`src/rtl/multicycle_ctrl_pkg.sv`:
```
// Shared encodings for the multi-cycle RV32I control FSM: states, opcodes and datapath mux codes.
package multicycle_ctrl_pkg;

   typedef logic [3:0] state_t;

   localparam state_t S_FETCH  = 4'd0;
   localparam state_t S_DECODE = 4'd1;
   localparam state_t S_MEMADR = 4'd2;
   localparam state_t S_MEMRD  = 4'd3;
   localparam state_t S_MEMWB  = 4'd4;
   localparam state_t S_MEMWR  = 4'd5;
   localparam state_t S_EXEC_R = 4'd6;
   localparam state_t S_EXEC_I = 4'd7;
   localparam state_t S_ALUWB  = 4'd8;
   localparam state_t S_BRANCH = 4'd9;
   localparam state_t S_JAL    = 4'd10;
   localparam state_t S_LUI    = 4'd11;
   localparam state_t S_TRAP   = 4'd12;

   localparam logic [6:0] OP_LOAD  = 7'b0000011;
   localparam logic [6:0] OP_STORE = 7'b0100011;
   localparam logic [6:0] OP_R     = 7'b0110011;
   localparam logic [6:0] OP_I     = 7'b0010011;
   localparam logic [6:0] OP_BR    = 7'b1100011;
   localparam logic [6:0] OP_JAL   = 7'b1101111;
   localparam logic [6:0] OP_LUI   = 7'b0110111;

   localparam logic [1:0] ALU_ADD = 2'b00;
   localparam logic [1:0] ALU_SUB = 2'b01;
   localparam logic [1:0] ALU_FN  = 2'b10;

   localparam logic [1:0] SRCA_PC    = 2'b00;
   localparam logic [1:0] SRCA_OLDPC = 2'b01;
   localparam logic [1:0] SRCA_RS1   = 2'b10;
   localparam logic [1:0] SRCA_ZERO  = 2'b11;

   localparam logic [1:0] SRCB_RS2 = 2'b00;
   localparam logic [1:0] SRCB_IMM = 2'b01;
   localparam logic [1:0] SRCB_4   = 2'b10;

   localparam logic [1:0] RES_ALUREG = 2'b00;
   localparam logic [1:0] RES_MEM    = 2'b01;
   localparam logic [1:0] RES_ALU    = 2'b10;

endpackage

```
`src/rtl/multicycle_ctrl_if.sv`:
```
// Control bundle between the multi-cycle FSM (master) and the RV32I datapath/memory (slave).
interface multicycle_ctrl_if;
   import multicycle_ctrl_pkg::*;

   logic [6:0] opcode;
   logic       zero;
   logic       mem_ready;
   logic       mem_req;
   logic       MemWrite;
   logic       AdrSrc;
   logic       IRWrite;
   logic       PCWrite;
   logic       RegWrite;
   logic [1:0] ALUSrcA;
   logic [1:0] ALUSrcB;
   logic [1:0] ALUOp;
   logic [1:0] ResultSrc;
   logic       retire;
   logic       bus_err;
   logic       illegal;
   state_t     state;

   modport master (
      input  opcode, zero, mem_ready,
      output mem_req, MemWrite, AdrSrc, IRWrite, PCWrite, RegWrite,
             ALUSrcA, ALUSrcB, ALUOp, ResultSrc, retire, bus_err, illegal, state
   );

   modport slave (
      output opcode, zero, mem_ready,
      input  mem_req, MemWrite, AdrSrc, IRWrite, PCWrite, RegWrite,
             ALUSrcA, ALUSrcB, ALUOp, ResultSrc, retire, bus_err, illegal, state
   );

endinterface

```
`src/rtl/multicycle_ctrl_timer.sv`:
```
// Memory wait counter: counts stalled cycles of an access and flags a timeout on the last allowed one.
module mem_wait_timer #(
   parameter int TIMEOUT = 16,
   parameter int CNT_W   = 5
) (
   input  logic clk,
   input  logic rst,
   input  logic active,
   input  logic ready,
   output logic timeout
);

   logic [CNT_W-1:0] cnt;

   // Idle cycles keep the counter at zero so every access starts fresh.
   always_ff @(posedge clk or posedge rst) begin
      if (rst)                  cnt <= '0;
      else if (!active || ready) cnt <= '0;
      else                      cnt <= cnt + 1'b1;
   end

   assign timeout = active && !ready && (cnt == CNT_W'(TIMEOUT - 1));

endmodule

```
`src/rtl/multicycle_ctrl.sv`:
```
// Multi-cycle RV32I control FSM: sequences FETCH..WB, drives datapath strobes, traps on timeout/illegal.
module multicycle_ctrl
   import multicycle_ctrl_pkg::*;
#(
   parameter int TIMEOUT = 16,
   parameter int CNT_W   = 5
) (
   input  logic clk,
   input  logic rst,
   multicycle_ctrl_if.master bus
);

   state_t st, nxt;
   logic   tmo, mem_state, legal, bus_err_q, illegal_q;

   assign mem_state = (st == S_FETCH) || (st == S_MEMRD) || (st == S_MEMWR);

   always_comb begin
      legal = 1'b0;
      case (bus.opcode)
         OP_LOAD, OP_STORE, OP_R, OP_I, OP_BR, OP_JAL, OP_LUI: legal = 1'b1;
         default:                                               legal = 1'b0;
      endcase
   end

   mem_wait_timer #(.TIMEOUT(TIMEOUT), .CNT_W(CNT_W)) u_timer (
      .clk     (clk),
      .rst     (rst),
      .active  (mem_state),
      .ready   (bus.mem_ready),
      .timeout (tmo)
   );

   always_ff @(posedge clk or posedge rst) begin
      if (rst) st <= S_FETCH;
      else     st <= nxt;
   end

   always_ff @(posedge clk or posedge rst) begin
      if (rst) begin
         bus_err_q <= 1'b0;
         illegal_q <= 1'b0;
      end else begin
         if (tmo)                      bus_err_q <= 1'b1;
         if (st == S_DECODE && !legal) illegal_q <= 1'b1;
      end
   end

   always_comb begin
      nxt = st;
      case (st)
         S_FETCH:  if (bus.mem_ready) nxt = S_DECODE; else if (tmo) nxt = S_TRAP;
         S_DECODE: begin
            case (bus.opcode)
               OP_LOAD, OP_STORE: nxt = S_MEMADR;
               OP_R:              nxt = S_EXEC_R;
               OP_I:              nxt = S_EXEC_I;
               OP_BR:             nxt = S_BRANCH;
               OP_JAL:            nxt = S_JAL;
               OP_LUI:            nxt = S_LUI;
               default:           nxt = S_TRAP;
            endcase
         end
         S_MEMADR: nxt = (bus.opcode == OP_STORE) ? S_MEMWR : S_MEMRD;
         S_MEMRD:  if (bus.mem_ready) nxt = S_MEMWB; else if (tmo) nxt = S_TRAP;
         S_MEMWR:  if (bus.mem_ready) nxt = S_FETCH; else if (tmo) nxt = S_TRAP;
         S_MEMWB, S_ALUWB, S_BRANCH:          nxt = S_FETCH;
         S_EXEC_R, S_EXEC_I, S_JAL, S_LUI:    nxt = S_ALUWB;
         default:  nxt = S_TRAP;
      endcase
   end

   // Moore decode; only IRWrite/PCWrite/retire look at mem_ready or zero.
   always_comb begin
      bus.mem_req   = 1'b0;
      bus.MemWrite  = 1'b0;
      bus.AdrSrc    = 1'b0;
      bus.IRWrite   = 1'b0;
      bus.PCWrite   = 1'b0;
      bus.RegWrite  = 1'b0;
      bus.ALUSrcA   = SRCA_PC;
      bus.ALUSrcB   = SRCB_RS2;
      bus.ALUOp     = ALU_ADD;
      bus.ResultSrc = RES_ALUREG;
      bus.retire    = 1'b0;
      case (st)
         S_FETCH: begin
            bus.mem_req   = 1'b1;
            bus.ALUSrcB   = SRCB_4;
            bus.ResultSrc = RES_ALU;
            bus.IRWrite   = bus.mem_ready;
            bus.PCWrite   = bus.mem_ready;
         end
         S_DECODE: begin
            bus.ALUSrcA = SRCA_OLDPC;
            bus.ALUSrcB = SRCB_IMM;
         end
         S_MEMADR: begin
            bus.ALUSrcA = SRCA_RS1;
            bus.ALUSrcB = SRCB_IMM;
         end
         S_MEMRD: begin
            bus.mem_req = 1'b1;
            bus.AdrSrc  = 1'b1;
         end
         S_MEMWB: begin
            bus.ResultSrc = RES_MEM;
            bus.RegWrite  = 1'b1;
            bus.retire    = 1'b1;
         end
         S_MEMWR: begin
            bus.mem_req  = 1'b1;
            bus.MemWrite = 1'b1;
            bus.AdrSrc   = 1'b1;
            bus.retire   = bus.mem_ready;
         end
         S_EXEC_R: begin
            bus.ALUSrcA = SRCA_RS1;
            bus.ALUOp   = ALU_FN;
         end
         S_EXEC_I: begin
            bus.ALUSrcA = SRCA_RS1;
            bus.ALUSrcB = SRCB_IMM;
            bus.ALUOp   = ALU_FN;
         end
         S_ALUWB: begin
            bus.RegWrite = 1'b1;
            bus.retire   = 1'b1;
         end
         S_BRANCH: begin
            bus.ALUSrcA = SRCA_RS1;
            bus.ALUOp   = ALU_SUB;
            bus.PCWrite = bus.zero;
            bus.retire  = 1'b1;
         end
         S_JAL: begin
            bus.ALUSrcA = SRCA_OLDPC;
            bus.ALUSrcB = SRCB_4;
            bus.PCWrite = 1'b1;
         end
         S_LUI: begin
            bus.ALUSrcA = SRCA_ZERO;
            bus.ALUSrcB = SRCB_IMM;
         end
         default: ;
      endcase
   end

   assign bus.bus_err = bus_err_q;
   assign bus.illegal = illegal_q;
   assign bus.state   = st;

endmodule
```
`src/flat_wrapper.sv`:
```
// flat-port wrapper written by rule: the top's interface ports become plain ports
module multicycle_ctrl_flat import multicycle_ctrl_pkg::*;
#(
   parameter int TIMEOUT = 16,
   parameter int CNT_W   = 5
)
  (clk, rst, bus_opcode, bus_zero, bus_mem_ready, bus_mem_req, bus_MemWrite, bus_AdrSrc, bus_IRWrite, bus_PCWrite, bus_RegWrite, bus_ALUSrcA, bus_ALUSrcB, bus_ALUOp, bus_ResultSrc, bus_retire, bus_bus_err, bus_illegal, bus_state);
  multicycle_ctrl_if bus_i ();
  input  logic clk;
  input  logic rst;
  input wire logic [$bits(bus_i.opcode)-1:0] bus_opcode;
  input wire logic [$bits(bus_i.zero)-1:0] bus_zero;
  input wire logic [$bits(bus_i.mem_ready)-1:0] bus_mem_ready;
  output wire logic [$bits(bus_i.mem_req)-1:0] bus_mem_req;
  output wire logic [$bits(bus_i.MemWrite)-1:0] bus_MemWrite;
  output wire logic [$bits(bus_i.AdrSrc)-1:0] bus_AdrSrc;
  output wire logic [$bits(bus_i.IRWrite)-1:0] bus_IRWrite;
  output wire logic [$bits(bus_i.PCWrite)-1:0] bus_PCWrite;
  output wire logic [$bits(bus_i.RegWrite)-1:0] bus_RegWrite;
  output wire logic [$bits(bus_i.ALUSrcA)-1:0] bus_ALUSrcA;
  output wire logic [$bits(bus_i.ALUSrcB)-1:0] bus_ALUSrcB;
  output wire logic [$bits(bus_i.ALUOp)-1:0] bus_ALUOp;
  output wire logic [$bits(bus_i.ResultSrc)-1:0] bus_ResultSrc;
  output wire logic [$bits(bus_i.retire)-1:0] bus_retire;
  output wire logic [$bits(bus_i.bus_err)-1:0] bus_bus_err;
  output wire logic [$bits(bus_i.illegal)-1:0] bus_illegal;
  output wire logic [$bits(bus_i.state)-1:0] bus_state;
  assign bus_i.opcode = bus_opcode;
  assign bus_i.zero = bus_zero;
  assign bus_i.mem_ready = bus_mem_ready;
  assign bus_mem_req = bus_i.mem_req;
  assign bus_MemWrite = bus_i.MemWrite;
  assign bus_AdrSrc = bus_i.AdrSrc;
  assign bus_IRWrite = bus_i.IRWrite;
  assign bus_PCWrite = bus_i.PCWrite;
  assign bus_RegWrite = bus_i.RegWrite;
  assign bus_ALUSrcA = bus_i.ALUSrcA;
  assign bus_ALUSrcB = bus_i.ALUSrcB;
  assign bus_ALUOp = bus_i.ALUOp;
  assign bus_ResultSrc = bus_i.ResultSrc;
  assign bus_retire = bus_i.retire;
  assign bus_bus_err = bus_i.bus_err;
  assign bus_illegal = bus_i.illegal;
  assign bus_state = bus_i.state;
  multicycle_ctrl #(.TIMEOUT(TIMEOUT), .CNT_W(CNT_W)) u_core (.clk(clk), .rst(rst), .bus(bus_i));
endmodule
```
`config.mk`:
```
export PLATFORM = sky130hd
export DESIGN_NAME = multicycle_ctrl_flat
export DESIGN_NICKNAME = d
export VERILOG_FILES = /design/src/rtl/multicycle_ctrl_pkg.sv /design/src/rtl/multicycle_ctrl_if.sv /design/src/rtl/multicycle_ctrl_timer.sv /design/src/rtl/multicycle_ctrl.sv /design/src/flat_wrapper.sv
export SDC_FILE = /design/constraint.sdc
export NUM_CORES = 1
export LEC_CHECK = 0
export BUFFER_PORTS_ARGS = -buffer_cell sky130_fd_sc_hd__buf_2
export CORE_MARGIN = 1
export CORE_UTILIZATION = 45
export DETAILED_ROUTE_END_ITERATION = 7
export PLACE_DENSITY = 0.74
export SLEW_MARGIN = 20
export SYNTH_ARGS = -nofsm -noshare
export SYNTH_HDL_FRONTEND = slang
export SYNTH_SLANG_ARGS = --single-unit
```
`constraint.sdc`:
```
create_clock -name clk -period 4.9 [get_ports clk]
set_input_delay 0.49 -clock clk [delete_from_list [all_inputs] [get_ports clk]]
set_output_delay 0.49 -clock clk [all_outputs]
set_load 0.005 [all_outputs]
```
==> impl.org, run 1 <==
** Floorplan
- Die ar. :: 2130 um2
- # rows :: 15
- For this configuration, the core starts out at a cell density of 0.492.
- The core region is 1780 um2.
- Die X-Extent :: 46.2 um
- Vertical die dimension :: 46.2 um
- I/O pin total :: 32

** Route
- For this block, the routed nets add up to 1.85 mm of wire.
- Before antenna repair, the detailed router went through 4 iterations.
- Routed vias/inst :: 5.34
- Number of antenna-violating nets in the routed design :: 0
- After detailed routing, the average wire length per cell comes to 11.2 um.
- The detailed router placed between 800 and 900 vias in this run.
- DRC violations left :: 0
- Detailed router's first-iteration violation count :: 20

** Timing
- Final setup viols :: 0
- Based on the critical path, the design can be clocked at up to 450 MHz.
- The total count of max-transition violations in the final report was 0.
- Period utilisation layout :: 0.453
- TNS Setup :: 0 ns
- The hold violation total from the final report is 0.
- The worst path in the final design needs a cycle of 2.22 ns, including I/O delays and setup.
- Clock tree skew after final layout :: between 0.0002 and 0.0003 ns
- For the pin with the worst max-slew slack, the measured transition is 0.581 ns.
- Setup repair after global routing left no endpoint under its margin.
- Worst slew slack as a fraction of its limit :: 0.613

** Clock tree
- TritonCTS built the clock tree.
- Root Driver :: sky130_fd_sc_hd__clkbuf_4
- Number of buffers inserted by post-CTS setup repair :: 0
- Clock input transition at the sequential cells of the worst setup and hold paths :: 0.07 ns
- TritonCTS created 3 clock buffers.
- Clock Sinks :: 11
- Clock insertion delay at the later pin of the skew report :: ~0.27 ns
- Number of buffers inserted for hold repair after clock tree synthesis :: 0
- Gates resized during post-CTS repair numbered 0.
- In this run the deepest clock path goes through 2 buffers.
- Number of H-tree levels :: 1

** Power and ir drop
- Of the total power, registers draw 0.345.
- Switching share of total power :: 0.434
- Areal power density over the cells :: between 400 and 500 nW/um2
- The internal power of the cells totals 0.260 mW.
- Worst IR drop on VDD :: just over 0.0004 V
- Leakage dissipation :: 0.533 nW
- Combinational cell fraction of total power :: 0.523
- Of the total power, the clock network draws 0.132.
- In this run the power spent charging and discharging nets is 0.199 mW.

** Logic synthesis
- A synthesized cell averages 7.90 um2.
- Synth Instances :: roughly 110
- In the synthesized netlist the dominant register cell turns out to be sky130_fd_sc_hd__dfrtp_1.
- In this run the cell area of the synthesized design comes to 877 um2.
- Synthesis inferred 11 register bits.
- Of the post-synthesis cell area, the dominant cell type holds 0.314.
- Sorting the synthesized cells by area gives the leading types as sky130_fd_sc_hd__dfrtp_1, sky130_fd_sc_hd__nor2_1, sky130_fd_sc_hd__o21ai_0, sky130_fd_sc_hd__nand2b_1, sky130_fd_sc_hd__nand2_1.
- The number of nets in the synthesized netlist is 124.
- In this run, distinct cell masters in the synthesized netlist total 43.
- Synth warnings :: 0
- Sequential area share after synthesis :: 0.314
- Async SR Flop Fraction :: 1.00
- Post-synth top area cell :: sky130_fd_sc_hd__dfrtp_1
- Counting flops with a built-in enable in the synthesized netlist gives 0.

** Setup path
- Along the worst path, the maximum fanout reaches 18.
- Sort of element at the end of the critical path :: primary output
- In this run the worst setup path begins at u_core.bus.state[1].
- Cell with the biggest individual delay on the critical path :: sky130_fd_sc_hd__dfrtp_1
- Data on the critical path is required at its endpoint by 4.41 ns.
- STA classifies the critical path startpoint as a register.
- Crit-path most repeated cell :: sky130_fd_sc_hd__o21ai_0
- Max incr delay on CP :: 0.71 ns
- STA puts the critical path data arrival time at approximately 1.7 ns.
- The worst register-to-register path begins at u_core.u_timer.cnt[0].
- The critical path goes through inv_1 > o21ai_0 > o21ai_0 > o21ai_0 > buf_2.
- Internal reg-to-reg setup slack :: 3.06 ns
- RR Endpoint :: u_core.bus.state[2]
- The critical path in this run is classified as reg -> out.
- The worst register-to-register path has a depth of 7.
- Critical path endpoint :: bus_ALUSrcB[0]

** Finish
- Measured on the finished design, the core utilization comes to 0.591.
- In the final design database the tool counted 154 nets.
- Number of diodes added for antenna fixing :: 0
- The finished cells cover 1050 um2.
- In the final layout, the share of cells above drive strength 1 is 0.286.
- P&R area growth vs syn :: 20.1%

** Global route
- The number of global-route vias before repair is 682.
- Across every metal layer, demand over resource in global routing totals 0.187.
- The first global-routing pass estimated 2.90 mm of wire.
- Global routing finished with a remaining overflow of 0.
- Entering global routing, the biggest net connects 20 pins.
- Number of antenna violations at the first check in global routing :: 0

** Place
- Input and output buffers added on the ports amount to 31.
- Once detailed placement completed, the half-perimeter wirelength came to 1.39 mm.
- Placed cell areas :: 1030 um2
- At the end of routability-driven placement, the weighted congestion stood at 0.741.

** Run
- Across the run, the number of max-cap violations was 0.

** Status
- The flow ran to the end, and the final reports show no timing, DRC or antenna violations.

** Hold path
- The path class of the tightest hold or removal check is in -> async.
==> registers in the layout, summed over array words and instances (netlist names) <==
register,cells
u_core.bus.illegal,1
u_core.u_timer.cnt,5
u_core.bus.state,4
u_core.bus.bus_err,1
==> layout make-up <==
cell class                 count  area (um2)
fill                         176         729
multi-input combinational     88         542
sequential                    11         275
timing repair buffer          31         155
tap                           25        31.3
clock buffer                   3        22.5
inverter                       6        22.5
clock inverter                 1        5.00
==> through the flow <==
step	total power, mW	worst slack [ns]	hold WS [ns]	cells
4_1_cts	0.462	2.66	0.210	165
3_5_place_dp	0.401	2.98	0.451	161
6_report	0.459	2.68	0.199	165
5_1_grt	0.507	2.49	0.224	165
3_3_place_gp	0.396	3.05	0.446	161
2_1_floorplan	0.317	3.19	0.342	111
==> cell usage after synthesis (3+ instances only) <==
cell type / number
sky130_fd_sc_hd__a21oi_1: 4
sky130_fd_sc_hd__nand2b_1: 5
sky130_fd_sc_hd__a21o_1: 3
sky130_fd_sc_hd__nand2_1: 8
sky130_fd_sc_hd__nor2_1: 15
sky130_fd_sc_hd__nand3_1: 4
sky130_fd_sc_hd__inv_1: 6
sky130_fd_sc_hd__dfrtp_1: 11
sky130_fd_sc_hd__and3_1: 3
sky130_fd_sc_hd__o21ai_0: 9
sky130_fd_sc_hd__buf_2: 3
==> how the worst min path moves through the flow <==
stage                                        to  slack (ns)  cells past startpoint
after floorplan              u_core.bus.bus_err        0.34                      1
after global placement    u_core.u_timer.cnt[0]        0.45                      1
after detailed placement  u_core.u_timer.cnt[0]        0.45                      1
after CTS                 u_core.u_timer.cnt[0]        0.21                      2
after global routing      u_core.u_timer.cnt[0]        0.22                      2
final                     u_core.u_timer.cnt[3]        0.20                      2
==> metal layers <==
metal,up-vias,GRT usage,wire [um]
met1,403,0.273,923
met3,0,0.0667,102
met2,26,0.282,825
li1,452,-,-
met5,-,0,0
met4,0,0,0
==> critical path: cells and delay by family (launching register included) <==
kind                   cells  cell delay [ns]
DFF                        1             0.71
buffers and inverters      2             0.33
AOI/OAI and AO/OA          3             0.41
==> kinds of logic (layout without fill, tap and decap cells) <==
family          count (synthesis)  in the layout  synth area share
simple gates                   50             50             0.295
xor+xnor                        4              4            0.0400
fa+ha+maj                       2              2            0.0285
flops                          11             11             0.314
mux                             3              3            0.0357
compound gates                 29             29             0.218
buf+inv                        12             41            0.0685
==> power groups by stage <==
stage,clock network [mW],logic (mW),registers [mW]
after floorplan,0,0.190,0.127
after global placement,0,0.239,0.157
after detailed placement,0,0.241,0.160
after CTS,0.0625,0.242,0.157
after global routing,0.0670,0.276,0.164
final,0.0607,0.240,0.158
==> layout by cell type, fill, tap and decap left out, types with 3 or more instances in the layout <==
| cell | netlist | layout |
|---|---|---|
| sky130_fd_sc_hd__dfrtp_1 | 11 | 11 |
| sky130_fd_sc_hd__o21ai_0 | 9 | 9 |
| sky130_fd_sc_hd__nand2_1 | 8 | 8 |
| sky130_fd_sc_hd__buf_2 | 3 | 31 |
| sky130_fd_sc_hd__nand3_1 | 4 | 4 |
| sky130_fd_sc_hd__a21o_1 | 3 | 3 |
| sky130_fd_sc_hd__nand2b_1 | 5 | 5 |
| sky130_fd_sc_hd__nor2_1 | 15 | 15 |
| sky130_fd_sc_hd__clkbuf_4 | 0 | 3 |
| sky130_fd_sc_hd__a21oi_1 | 4 | 4 |
| sky130_fd_sc_hd__and3_1 | 3 | 3 |
| sky130_fd_sc_hd__inv_1 | 6 | 6 |
Note: power is estimated with default switching activity, not from simulation.
==> inputs of run 2 (changes only) <==
Settings changed: CORE_UTILIZATION 45 to 43.
Clock period 4.9 ns to 1.96 ns, I/O delays scaled along.
==> run 2 against run 1 <==
Design area is 2.4% higher. Worst setup slack worse by 2.6 ns. Sequential power is 140% higher. Utilization is 0.16 points higher. Register-to-register slack worse by 2.8 ns. Critical path depth is 1 higher. Sequential share of layout area is 0.61 points lower. Clock-buffer cell count stayed put. Power grew to 2.6 times the previous value. Via count is 5.8% higher. Global-route usage is 1.9 points higher.
==> impl.org, run 2 (synthesized netlist as in run 1, its figures left out) <==
** Global route
- The leftover overflow at the end of global routing came to 0 (unchanged).
- The number of global-route vias before repair is 789 (was 682).
- The global router's overall resource usage was 0.206 (was 0.187).
- The initial antenna violation count is 0 (unchanged).
- Largest net degree at the start of global routing :: 20 (unchanged)
- Global-route wire length before repair :: 3.24 mm (was 2.90 mm)

** Power and ir drop
- Switching share of total power :: 0.436 (was 0.434)
- The power share of the clock group is 0.130 (was 0.132).
- Internal :: 0.668 mW (was 0.260 mW)
- Combinational cell fraction of total power :: 0.551 (was 0.523)
- The share of total power in sequential cells is 0.319 (was 0.345).
- The switching power total is 0.516 mW (was 0.199 mW).
- Worst IR drop on VDD :: 0.000812 V (was 0.000413 V)
- Areal power density over the cells :: 1100 nW/um2 (was 436 nW/um2)
- Leakage dissipation :: 0.547 nW (was 0.533 nW)

** Finish
- Layout Utilization :: 0.592 (was 0.591)
- The total inserted antenna cells is 0 (unchanged).
- Flip-flop count of the largest register, all copies and words added :: 5 (unchanged)
- The most flop-heavy register is u_core.u_timer.cnt (unchanged).
- The layout filler cell count came to 184 (was 176).
- Most common library cell in the layout ignoring fill and taps :: sky130_fd_sc_hd__buf_2 (unchanged)
- The layout-stage area growth over the synthesis result came to 23.0% (was 20.1%).
- Leading cell types in the layout, fill and taps excluded: sky130_fd_sc_hd__buf_2, sky130_fd_sc_hd__nor2_1, sky130_fd_sc_hd__dfrtp_1 (unchanged).
- # nets final :: 157 (was 154)
- Share of post-route cells with drive strength above 1 :: 0.294 (was 0.286)

** Clock tree
- Max Buffers Root-to-Sink :: 2 (unchanged)
- Clock Sinks :: 11 (unchanged)
- TritonCTS buffer count :: 3 (unchanged)
- Number of H-tree levels :: 1 (unchanged)
- Clock input transition at the sequential cells of the worst setup and hold paths :: 0.07 ns (about the same)
- Clock insertion delay at the later pin of the skew report :: 0.27 ns (about the same)
- The root buffer cell was sky130_fd_sc_hd__clkbuf_4 (unchanged).
- Clock tree from TritonCTS :: yes (unchanged)

** Status
- Outcome :: completed (unchanged)

** Timing
- The number of setup violations in the final report is 0 (unchanged).
- In the finished design, the share of the clock period the worst path needs comes to 0.946.
- The slew of the pin with the lowest slew margin was 0.559 ns (was 0.581 ns).
- The worst setup skew after layout came to 0.00386 ns (was 0.000269 ns).
- Setup repair after global routing missed its margin :: false (unchanged)
- The hold violation total from the final report is 0 (unchanged).
- Fmax :: 539 MHz
- The worst relative slew slack was 0.628 (was 0.613).
- TNS Setup :: 0 ns (unchanged)
- Tmin final :: about 1.9 ns
- Number of pins exceeding their max-slew limit in the final report :: 0 (unchanged)

** Route
- DR vias :: 932 (was 881)
- The length of routed met2 wiring was 1.01 mm (was 825 um).
- Met1 Wirelength :: 978 um (was 923 um)
- The met3 layer wire length in the routed design is 90 um (was 102 um).
- Total Wirelength :: 2.08 mm (was 1.85 mm)
- The number of optimization iterations in the first detailed-route pass came to 4 (unchanged).
- The mean routed wirelength per cell is 12.4 um (was 11.2 um).
- The DRC violation total after the first TritonRoute iteration is 24 (was 20).
- Number of antenna-violating nets in the routed design :: 0 (unchanged)
- Routed vias/inst :: 5.55 (was 5.34)
- The DRC violations left was 0 (unchanged).
- The topmost layer with routed signal wires was met3 (unchanged).

** Hold path
- Terminating pin of the worst hold path :: u_core.bus.state[1]
- The worst min-delay path category is in -> reg (was in -> async).
- Along the worst hold path, the cell count comes to 3.
- Startpoint of the most critical hold path :: bus_opcode[0]

** Setup path
- Worst Setup Start Kind :: register (unchanged)
- Sort of element at the end of the critical path :: primary output (unchanged)
- The number of cells on the worst reg-to-reg path came to 7 (unchanged).
- Category of the most critical setup path :: reg -> out (unchanged)
- Required time of the critical path :: 1.76 ns (was 4.41 ns)
- The slack of the worst reg-to-reg path is 0.22 ns (was 3.06 ns).
- The endpoint of the lowest-slack register-to-register path is u_core.bus.state[2] (unchanged).
- Highest fanout seen on the critical path :: 10 (was 18)
- Arrival time reported for the critical path endpoint :: 1.66 ns (was 1.73 ns)
- The launching point of the worst reg2reg path was u_core.u_timer.cnt[0] (unchanged).

** Floorplan
- The die extent in x is 47.2 um (was 46.2 um).
- The area of the core region is 1820 um2 (was 1780 um2).
- Die ar. :: 2220 um2 (was 2130 um2)
- The number of I/O pins came to 32 (unchanged).
- The number of cell rows came to 15 (unchanged).
- The starting utilization of the core area came to 0.482 (was 0.492).
- Vertical die dimension :: 47.2 um (was 46.2 um)

** Place
- The detailed placer's ending HPWL is 1.62 mm (was 1.39 mm).
- The number of buffer cells added on primary ports was 31 (unchanged).
- The last weighted congestion value of the routability-driven placer was 0.775 (was 0.741).

** Run
- Max_cap viols :: 0 (unchanged)
==> run 2: cell count changes in the layout (fill, tap and decap cells not counted), sizes merged <==
cell,before,now
buf,31,33
dlygate4sd3,0,1
==> run 2: power by group through the flow <==
stage	Sequential (mW)	Clock [mW]	Combinational (mW)
after floorplan	0.317	0	0.476
after detailed placement	0.381	0	0.656
after CTS	0.376	0.159	0.659
after global routing	0.390	0.169	0.746
final	0.377	0.154	0.653
after global placement	0.377	0	0.636
==> run 2: worst max path at each step <==
stage                                     end             startpoint
final                             bus_PCWrite    u_core.bus.state[1]
after global routing              bus_PCWrite    u_core.bus.state[1]
after CTS                         bus_IRWrite    u_core.bus.state[3]
after detailed placement  u_core.bus.state[2]  u_core.u_timer.cnt[0]
after global placement    u_core.bus.state[2]  u_core.u_timer.cnt[0]
after floorplan           u_core.bus.state[2]  u_core.u_timer.cnt[0]
==> run 2: area by class of cell <==
class                   instances  area, um2  area share
clock buffers                   3       22.5      0.0209
clock inverters                 1       5.00     0.00464
multi-input cells              88        542       0.502
flip-flops and latches         11        275       0.255
repair buffers                 34        180       0.167
well taps                      25       31.3      0.0290
inverters                       6       22.5      0.0209
==> run 2: worst max-delay path, stage by stage, from the launching register on <==
cell	delay, ns
sky130_fd_sc_hd__dfrtp_1	0.50
sky130_fd_sc_hd__buf_4	0.23
sky130_fd_sc_hd__nor2b_1	0.15
sky130_fd_sc_hd__a21o_1	0.16
sky130_fd_sc_hd__a32oi_1	0.15
sky130_fd_sc_hd__nor2_1	0.06
sky130_fd_sc_hd__buf_2	0.14
==> run 2: through the flow <==
step | instances | hold WS (ns) | setup slack [ns] | cell area (um2) | power [mW]
after floorplan | 111 | 0.0484 | 0.375 | 877 | 0.793
after global placement | 163 | 0.200 | 0.310 | 1040 | 1.01
after detailed placement | 163 | 0.208 | 0.226 | 1040 | 1.04
after CTS | 168 | 0.265 | 0.0904 | 1080 | 1.19
after global routing | 168 | 0.290 | 0.0140 | 1080 | 1.30
final | 168 | 0.271 | 0.106 | 1080 | 1.18
==> run 2: routing by layer <==
| metal | vias up | GRT usage |
|---|---|---|
| li1 | 462 | - |
| met1 | 439 | 0.269 |
| met5 | - | 0 |
| met4 | 0 | 0.0171 |
| met3 | 0 | 0.0346 |
| met2 | 31 | 0.369 |
==> run 2: repair_timing <==
action                                 in CTS  in global routing
resized for setup                           0                  0
hold buffers                                1                  0
setup buffers                               0                  0
endpoints found under the hold margin      11                  0
==> inputs of run 3 (changes only) <==
Settings changed: CORE_UTILIZATION 43 to 33, PLACE_DENSITY 0.74 to default.
==> run 3 against run 2 <==
Combinational power shrank 5.2%. Register-to-register slack worse by 0.04 ns. Via count fell by 4.7%. Highest routed layer unchanged. Clock-buffer cell count unchanged. Critical path type unchanged. Clock skew decreased by 0.0023 ns. Largest cell class unchanged. Flip-flop and latch count unchanged. Critical endpoint unchanged.
==> impl.org, run 3 (synthesized netlist as in run 1, its figures left out) <==
** Floorplan
- The floorplan die area came to 2870 um2 (was 2220 um2).
- The number of cell rows is 18 (was 15).
- I/O pin total :: 32 (unchanged)
- Vertical die dimension :: 53.6 um (was 47.2 um)
- The starting utilization of the core area is 0.351 (was 0.482).
- Die X-Extent :: 53.6 um (was 47.2 um)
- The area of the core region is 2500 um2 (was 1820 um2).

** Finish
- Most common library cell in the layout ignoring fill and taps :: sky130_fd_sc_hd__buf_2 (unchanged)
- # nets final :: 156 (was 157)
- The most flop-heavy register is u_core.u_timer.cnt (unchanged).
- The layout filler cell count is 262 (was 184).
- Flip-flop count of the largest register, all copies and words added :: 5 (unchanged)
- Leading cell types in the layout, fill and taps excluded :: sky130_fd_sc_hd__buf_2, sky130_fd_sc_hd__nor2_1, sky130_fd_sc_hd__o21ai_0 (was sky130_fd_sc_hd__buf_2, sky130_fd_sc_hd__nor2_1, sky130_fd_sc_hd__dfrtp_1)
- The fraction of final layout cells with drive strength greater than 1 is 0.317 (was 0.294).
- P&R area growth vs syn :: 23.4% (was 23.0%)
- Number of diodes added for antenna fixing :: 0 (unchanged)

** Setup path
- Max incr delay on CP :: 0.50 ns (about the same)
- Highest fanout seen on the critical path :: 13 (was 10)
- Required time of the critical path :: 1.76 ns (about the same)
- Arrival time reported for the critical path endpoint :: 1.59 ns (was 1.66 ns)
- The cell class contributing the biggest share of worst-path delay is flip-flops (unchanged).
- Worst-path cell chain: buf_4 > nor2b_1 > a21o_1 > a32oi_1 > nor2_1 > buf_2 (unchanged).
- The worst setup path category is reg -> out (unchanged).
- Cell with the biggest individual delay on the critical path :: sky130_fd_sc_hd__dfrtp_2 (was sky130_fd_sc_hd__dfrtp_1)
- Worst Setup Start Kind :: register (unchanged)
- Buffers and inverters on the worst path :: 2 (unchanged)
- Sort of element at the end of the critical path :: primary output (unchanged)

** Power and ir drop
- Areal power density over the cells :: 1080 nW/um2 (was 1100 nW/um2)
- Leakage dissipation :: 0.536 nW (was 0.547 nW)
- Worst IR drop on VDD :: 0.000680 V (was 0.000812 V)

** Route
- The number of vias per cell is 5.16 (was 5.55).
- The number of optimization iterations in the first detailed-route pass came to 4 (unchanged).
- Total Wirelength :: 2.05 mm (was 2.08 mm)
- DR vias :: 888 (was 932)
- DRC violations left :: 0 (unchanged)
- The mean routed wirelength per cell was 11.9 um (was 12.4 um).
- The length of routed met2 wiring is 869 um (was 1.01 mm).
- The topmost layer with routed signal wires was met3 (unchanged).
- Number of antenna-violating nets in the routed design :: 0 (unchanged)
- The met3 layer wire length in the routed design is 92 um (was 90 um).
- Detailed router's first-iteration violation count :: 18 (was 24)
- Met1 Wirelength :: 1.08 mm (was 978 um)

** Clock tree
- The clock sink total is 11 (unchanged).
- The insertion delay to the later sink of the worst-skew pair is 0.26 ns (was 0.27 ns).
- Clock tree from TritonCTS :: yes (unchanged)
- Root Driver :: sky130_fd_sc_hd__clkbuf_4 (unchanged)
- Max Buffers Root-to-Sink :: 2 (unchanged)
- Number of H-tree levels :: 1 (unchanged)
- The total setup buffers inserted after CTS is 0 (unchanged).
- The CTS clock-pin slew for the worst setup and hold paths was 0.07 ns (about the same).
- The total clock buffers created by CTS came to 3 (unchanged).

** Global route
- The leftover overflow at the end of global routing came to 0 (unchanged).
- The global router's overall resource usage came to 0.153 (was 0.206).
- The number of global-route vias before repair is 705 (was 789).
- Global-route wire length before repair :: 3.23 mm (was 3.24 mm)
- Largest net degree at the start of global routing :: 20 (unchanged)
- Number of antenna violations at the first check in global routing :: 0 (unchanged)

** Timing
- Setup repair after global routing missed its margin: false (unchanged).
- The worst relative slew slack is 0.713 (was 0.628).
- The worst setup skew after layout came to 0.00156 ns (was 0.00386 ns).
- The final critical-path setup slack is 0.178 ns (was 0.106 ns).
- The share of the clock period used by the worst path was 0.909 (was 0.946).
- The hold violation total from the final report was 0 (unchanged).
- The clock period minus final worst setup slack was 1.78 ns (was 1.85 ns).
- The number of setup violations in the final report came to 0 (unchanged).
- The accumulated negative setup slack is 0 ns (unchanged).
- Fmax :: 561 MHz (was 539 MHz)
- The total count of max-transition violations in the final report was 0 (unchanged).
- The slew of the pin with the lowest slew margin was 0.427 ns (was 0.559 ns).

** Place
- The last weighted congestion value of the routability-driven placer was 0.758 (was 0.775).
- The minimum setup slack after placement is 0.256 ns (was 0.226 ns).
- The detailed placer's ending HPWL was 1.52 mm (was 1.62 mm).
- The number of buffer cells added on primary ports came to 31 (unchanged).

** Hold path
- The worst min-delay path category is in -> reg (unchanged).

** Status
- Outcome: completed (unchanged).

** Run
- The number of max-cap violations came to 0 (unchanged).
==> run 3: cell count changes in the layout (fill, tap and decap cells not counted) <==
cell	delta
sky130_fd_sc_hd__buf_4	-1
sky130_fd_sc_hd__dfrtp_1	-4
sky130_fd_sc_hd__dfrtp_2	+4
==> run 3: path summary, 6_finish.rpt <==
check                      cells after the start                  start                    end  slack, ns
setup / recovery                               6    u_core.bus.state[1]            bus_PCWrite       0.18
hold / removal                                 3          bus_opcode[3]    u_core.bus.state[0]       0.28
setup reg to reg                               7  u_core.u_timer.cnt[0]    u_core.bus.state[2]       0.18
hold reg to reg                                1  u_core.u_timer.cnt[0]  u_core.u_timer.cnt[0]       0.47
max in group asynchronous                      3                    rst    u_core.bus.state[2]       1.20
min in group asynchronous                      3                    rst  u_core.u_timer.cnt[0]       0.45
==> run 3: layout make-up <==
type                    instances  area, um2  area share
flip-flops and latches         11        280       0.259
inverters                       6       22.5      0.0208
clock buffers                   3       22.5      0.0208
repair buffers                 33        173       0.160
clock inverters                 1       5.00     0.00462
well taps                      30       37.5      0.0347
multi-input cells              88        542       0.501
==> run 3: tightest hold or removal path, delay by kind of cell <==
kind,cells,cell delay (ns)
buf+inv,1,0.13
simple gates,1,0.11
compound gates,1,0.06
==> run 3: per-layer routing <==
metal	track usage	up-vias
li1	-	460
met1	0.228	401
met2	0.227	27
met3	0.0339	0
met4	0.0263	0
met5	0	-
==> run 3: what timing repair did <==
item | 4_1_cts | 5_1_grt
endpoints found under the hold margin | 11 | 0
hold buffers | 1 | 0
resized for setup | 0 | 4
setup endpoints to repair | 0 | 4
==> run 3: per-stage QoR <==
step                      std cells  hold WS (ns)   util  power (mW)  instance area [um2]
after floorplan                 111        0.0484      -       0.793                  877
after global placement          167         0.199  0.416        1.01                 1040
after detailed placement        167         0.204  0.416        1.02                 1040
after CTS                       172         0.270  0.431        1.17                 1080
after global routing            172         0.284  0.433        1.30                 1080
final                           172         0.277  0.433        1.17                 1080
==> run 3: power breakdown <==
group | leakage, nW | switching [mW] | total [mW] | internal [mW]
sequential | 0.139 | 0.128 | 0.403 | 0.275
combinational | 0.380 | 0.310 | 0.619 | 0.310
clock | 0.0177 | 0.0741 | 0.149 | 0.0754
total | 0.536 | 0.512 | 1.17 | 0.660
